File: src/rtl/mem_interface_pkg.sv
// Shared definitions for the LC-3 memory responder: word width and
// the access FSM state encoding.
package mem_interface_pkg;

  localparam int WORD_W = 16;

  typedef enum logic [1:0] {
    MEM_IDLE   = 2'd0,
    MEM_ACCESS = 2'd1,
    MEM_DONE   = 2'd2
  } mem_state_t;

endpackage

File: src/rtl/mem_interface_register.sv
// Generic load-enabled register with asynchronous active-high clear,
// used for the LC-3 MAR.
module mem_interface_register #(
  parameter int W = 16
) (
  output logic [W-1:0] out,
  input  logic         clk,
  input  logic [W-1:0] in,
  input  logic         reset,
  input  logic         load
);

  always_ff @(posedge clk or posedge reset) begin
    if (reset)
      out <= '0;
    else if (load)
      out <= in;
  end

endmodule

File: src/rtl/mem_interface.sv
// LC-3 memory responder: MAR/MDR pair plus word-addressed RAM answered
// through a wait-state access FSM that pulses R once per completed access.
module mem_interface
  import mem_interface_pkg::*;
#(
  parameter int ADDR_BITS   = 8,
  parameter int WAIT_CYCLES = 2
) (
  input  logic              clk,
  input  logic              reset,
  input  logic [WORD_W-1:0] Buss,
  input  logic              ldMAR,
  input  logic              ldMDR,
  input  logic              selMDR,
  input  logic              memEN,
  input  logic              memWE,
  output logic [WORD_W-1:0] MAR,
  output logic [WORD_W-1:0] MDR,
  output logic              R
);

  localparam logic [3:0] WAIT_INIT = 4'(WAIT_CYCLES);

  mem_state_t           state, next_state;
  logic [3:0]           cnt;
  logic [ADDR_BITS-1:0] addr_lat;
  logic [WORD_W-1:0]    wdata_lat;
  logic                 we_lat;
  logic [WORD_W-1:0]    rd_data;
  logic                 start;
  logic                 unused_mar_hi;
  logic [WORD_W-1:0]    ram [2**ADDR_BITS];

  assign start   = (state == MEM_IDLE) && memEN;
  assign R       = (state == MEM_DONE);
  assign rd_data = ram[addr_lat];

  // Upper MAR bits alias onto the same RAM words.
  assign unused_mar_hi = ^MAR[WORD_W-1:ADDR_BITS];

  mem_interface_register #(.W(WORD_W)) mar_reg (
    .out   (MAR),
    .clk   (clk),
    .in    (Buss),
    .reset (reset),
    .load  (ldMAR)
  );

  always_ff @(posedge clk or posedge reset) begin
    if (reset)
      state <= MEM_IDLE;
    else
      state <= next_state;
  end

  // Dropping memEN mid-access abandons it before any RAM side effect.
  always_comb begin
    next_state = state;
    case (state)
      MEM_IDLE: begin
        if (memEN)
          next_state = MEM_ACCESS;
      end
      MEM_ACCESS: begin
        if (!memEN)
          next_state = MEM_IDLE;
        else if (cnt == 4'd0)
          next_state = MEM_DONE;
      end
      MEM_DONE:  next_state = MEM_IDLE;
      default:   next_state = MEM_IDLE;
    endcase
  end

  // The in-flight access works from snapshots, so MAR/MDR stay free to reload.
  always_ff @(posedge clk or posedge reset) begin
    if (reset) begin
      cnt       <= 4'd0;
      addr_lat  <= '0;
      wdata_lat <= '0;
      we_lat    <= 1'b0;
    end else if (start) begin
      cnt       <= WAIT_INIT;
      addr_lat  <= MAR[ADDR_BITS-1:0];
      wdata_lat <= MDR;
      we_lat    <= memWE;
    end else if (state == MEM_ACCESS && memEN && cnt != 4'd0) begin
      cnt <= cnt - 4'd1;
    end
  end

  always_ff @(posedge clk) begin
    if (state == MEM_DONE && we_lat)
      ram[addr_lat] <= wdata_lat;
  end

  // RAM data is only taken on a completed read, never on a write or while waiting.
  always_ff @(posedge clk or posedge reset) begin
    if (reset)
      MDR <= '0;
    else if (ldMDR && selMDR && R && !we_lat)
      MDR <= rd_data;
    else if (ldMDR && !selMDR)
      MDR <= Buss;
  end

endmodule

File: config.mk
export PLATFORM = sky130hd
export DESIGN_NAME = mem_interface
export DESIGN_NICKNAME = d
export VERILOG_FILES = /design/src/rtl/mem_interface_pkg.sv /design/src/rtl/mem_interface_register.sv /design/src/rtl/mem_interface.sv
export SDC_FILE = /design/constraint.sdc
export NUM_CORES = 2
export LEC_CHECK = 0
export CAP_MARGIN = 30
export CORE_MARGIN = 2
export CORE_UTILIZATION = 45
export CTS_CLUSTER_SIZE = 14
export DETAILED_ROUTE_END_ITERATION = 16
export PLACE_DENSITY = 0.57
export SLEW_MARGIN = 30
export SYNTH_ARGS = -nofsm -noshare
export SYNTH_HDL_FRONTEND = slang
export SYNTH_SLANG_ARGS = --single-unit
File: constraint.sdc
create_clock -name clk -period 8 [get_ports clk]
set_input_delay 1.6 -clock clk [delete_from_list [all_inputs] [get_ports clk]]
set_output_delay 1.6 -clock clk [all_outputs]
set_load 0.005 [all_outputs]
==> impl_metrics.json <==
{
  "status": "finished clean",
  "synth-seq-cells": 4159,
  "hpwlAfterDp_mm": 285.2,
  "synth_fp_nets": 7335,
  "rsz0062_at_grt": "false",
  "drv_slew": 0,
  "cts_tree": "done",
  "power.total_mw": 67.66,
  "drive_gt1_frac": 0.2735,
  "worst_pin_slew_ns": 1.146,
  "clock_latency_ns": 0.99,
  "grt_max_degree": 194,
  "gp_congestion": 0.8980,
  "syn_area_per_cell_um2": 21.94,
  "wire_per_inst_um": 36.71,
  "cp-endpoint": "MDR[7]",
  "die_h_um": 601.1,
  "grt.total_usage": 0.2590,
  "worst-path-max-fanout": 80,
  "htreeDepth": 5,
  "postPlaceCellArea_um2": 168400,
  "min-delay-path-class": "reg2reg",
  "viasPerCell": 6.252,
  "syn-instance-count": 7311,
  "path_clk_slew_ns": 0.06,
  "cts_made_buffers": 423,
  "clock_sinks": 4159,
  "hold_viol": 0,
  "antenna_found_initial": 32,
  "rr_endpoint": "MDR[7]",
  "row_count": 219,
  "worst_slack_ns": 2.862,
  "hold-worst-slack_ns": 0.5121,
  "finalCriticalPeriod_ns": 5.138,
  "firstDrtPassIters": 6,
  "crit_start": "addr_lat[1]",
  "seq_power_share": 0.420,
  "final_nets": 7802,
  "finalWirelength_mm": 473.0,
  "yosysWarningCount": 0,
  "switchingPower_mw": 22.63,
  "chipWidth_um": 601.1,
  "yosysUniqueCellTypes": 77,
  "max_slew_margin": 0.2345,
  "die-area_um2": 361300,
  "grt_pass1_vias": 79680,
  "ios": 56,
  "grt_pass1_wl_mm": 654.6,
  "cpMaxStageDelayCell": "dfrtp_4",
  "cp.arrival_ns": 5.96,
  "grt_overflow": 0,
  "worstSetupEndpointType": "flop",
  "ant_nets": 0,
  "required_ns": 8.82,
  "synth_flop_cell": "edfxtp_1",
  "synthArstFlopShare": 0.01515,
  "comb_power_share": 0.292,
  "postCtsSetupBuffers": 0,
  "ctsRootBufferMaster": "clkbuf_16",
  "via_count": 80540,
  "vdd_ir_drop_max_mv": 0.5239,
  "power.internal_mw": 45.03,
  "finalCritPeriodShare": 0.6422,
  "slowest_delay_ns": 0.95,
  "reg2reg_depth": 9,
  "swShare": 0.3345,
  "r2r-start": "addr_lat[1]",
  "cts_hold_buffers": 0,
  "cts.repair.resized": 0,
  "drv_cap": 0,
  "worstPathCellList": "buf_12 -> buf_4 -> mux4_2 -> mux2i_1 -> o22ai_1 -> a21oi_1 -> nand4_1 -> a2111oi_2 -> a31oi_1",
  "syn_area_um2": 160400,
  "leakagePower_nw": 56.91,
  "fin_area_um2": 182300,
  "skew_ns": 0.07822,
  "io_buffer_count": 55,
  "yosysSeqAreaShare": 0.7766,
  "synth_edf_count": 4096,
  "power.density_nw_per_um2": 371.2,
  "synthToLayoutAreaGrowth_pct": 13.61,
  "timing.fmax_ghz": 0.1946,
  "crit_buf_inv": 2,
  "core_um2": 355400,
  "drt_iter0_drc": 11430,
  "r2r_slack_ns": 2.86,
  "preCtsSetupSlack_ns": 2.802,
  "fin_setup_tns_ns": 0,
  "clk_path_buf_depth": 4,
  "crit_cells": 9,
  "setup_viol": 0,
  "drcViolationCount": 0,
  "critPathTopFamily": "compound AO/OA/AOI/OAI gates",
  "path_class": "reg2reg",
  "clkPwrFrac": 0.288,
  "crit_path_start_kind": "flop",
  "initial_core_util": 0.4514
}
-- cell usage after synthesis, drive strengths merged (9+ instances only) --
cell type	instances	area share
nand3	67	0.0022
nand4	20	0.00078
a22oi	73	0.0034
a31oi	31	0.0012
buf	317	0.014
clkbuf	108	0.0027
nand2	180	0.0042
nand2b	16	0.00062
inv	13	0.00030
dfrtp	63	0.0098
o2111ai	10	0.00055
nor4	21	0.00082
o221ai	19	0.0010
nor2b	17	0.00066
mux2i	273	0.017
edfxtp	4096	0.77
a32oi	15	0.00082
o211ai	9	0.00042
mux4	965	0.14
a211oi	29	0.0014
a32o	9	0.00056
nor3	56	0.0017
o21ai	78	0.0024
and3	18	0.00070
mux2	66	0.0046
o22ai	180	0.0070
nor2	355	0.0083
a21oi	77	0.0024
-- stage by stage --
stage                     utilization  std cells
final                          0.5128      12880
after global placement         0.4727      12080
after floorplan                     -       7311
after CTS                      0.5120      12860
after global routing           0.5128      12880
after detailed placement       0.4739      12100
-- metal layers --
metal  GRT usage  share of wire  routed length [µm]
met2      0.4021           0.47              222400
met1      0.3634           0.40              187000
met3     0.05482          0.094               44560
met5    0.003700        0.00061                 287
met4     0.09515          0.040               18810
-- state kept, by name, summed over array words and instances, names as in the netlist --
signal / flops
mar_reg.out: 16
state: 2
cnt: 4
wdata_lat: 16
MDR: 16
we_lat: 1
addr_lat: 8
ram: 4096
-- worst register-to-register path, delay by kind of cell, from the launching register on --
kind | cells | cell delay (ns)
AO/OA/AOI/OAI | 4 | 1.45
buffers and inverters | 2 | 1.37
AND/OR/NAND/NOR | 1 | 0.13
flip-flops | 1 | 0.95
multiplexers | 2 | 1.06
-- kinds of logic after synthesis --
logic type | count (synthesis) | share of synthesized area
and+or+nand+nor | 806 | 0.02271
muxes | 1304 | 0.1578
DFF | 4159 | 0.7766
buffers and inverters | 442 | 0.01772
AOI/OAI and AO/OA | 596 | 0.02491
xor gates and xnor gates | 3 | 0.0001638
adders and majority gates | 1 | 0.00007798
-- final cells by class --
cell class / instances / area (µm²)
diodes: 11 / 27.53
clock buffers: 535 / 11230
clock inverters: 233 / 2318
fillers: 27820 / 173100
inverters: 14 / 63.81
multi-input cells: 2710 / 33800
flip-flops and latches: 4159 / 124700
well taps: 4751 / 5944
repair buffers: 470 / 4210
-- power by group through the flow --
stage	clock network, mW	registers (mW)	logic [mW]
5_1_grt	20.6	28.4	20.5
6_report	19.5	28.4	19.7
4_1_cts	19.8	28.6	19.5
3_5_place_dp	0	29.0	19.4
3_3_place_gp	0	29.1	19.0
2_1_floorplan	0	30.1	10.5
-- placed cells by master (no fill, tap or decap), types with 14 or more instances in the layout --
master and n:
edfxtp_1 4096, mux4_2 935, clkbuf_16 429, buf_4 368, mux2i_1 272, nor2_1 248, o22ai_1 179, nand2_1 176
clkbuf_1 96, clkinv_1 89, a21oi_1 76, clkinv_2 73, a22oi_1 73, o21ai_0 69, nor2_2 69, mux2_2 66
nand3_1 54, clkdlybuf4s50_1 54, dfrtp_1 39, bufinv_16 39, nor2_4 38, nor3_1 30, mux4_1 30, a31oi_1 28
nor3_2 26, a211oi_1 26, buf_12 24, nor4_1 21, dfrtp_4 21, nand4_1 20, o221ai_1 19, and3_1 18
nor2b_1 15, a32oi_1 14
-- how the worst min path moves through the flow --
stage / from / endpoint / cells past startpoint
after floorplan: cnt[1] / cnt[1] / 1
after global placement: mar_reg.out[11] / mar_reg.out[11] / 1
after detailed placement: mar_reg.out[8] / mar_reg.out[8] / 1
after CTS: mar_reg.out[12] / mar_reg.out[12] / 1
after global routing: mar_reg.out[10] / mar_reg.out[10] / 1
final: mar_reg.out[12] / mar_reg.out[12] / 1
No activity file was read; power rests on OpenSTA's default activity.
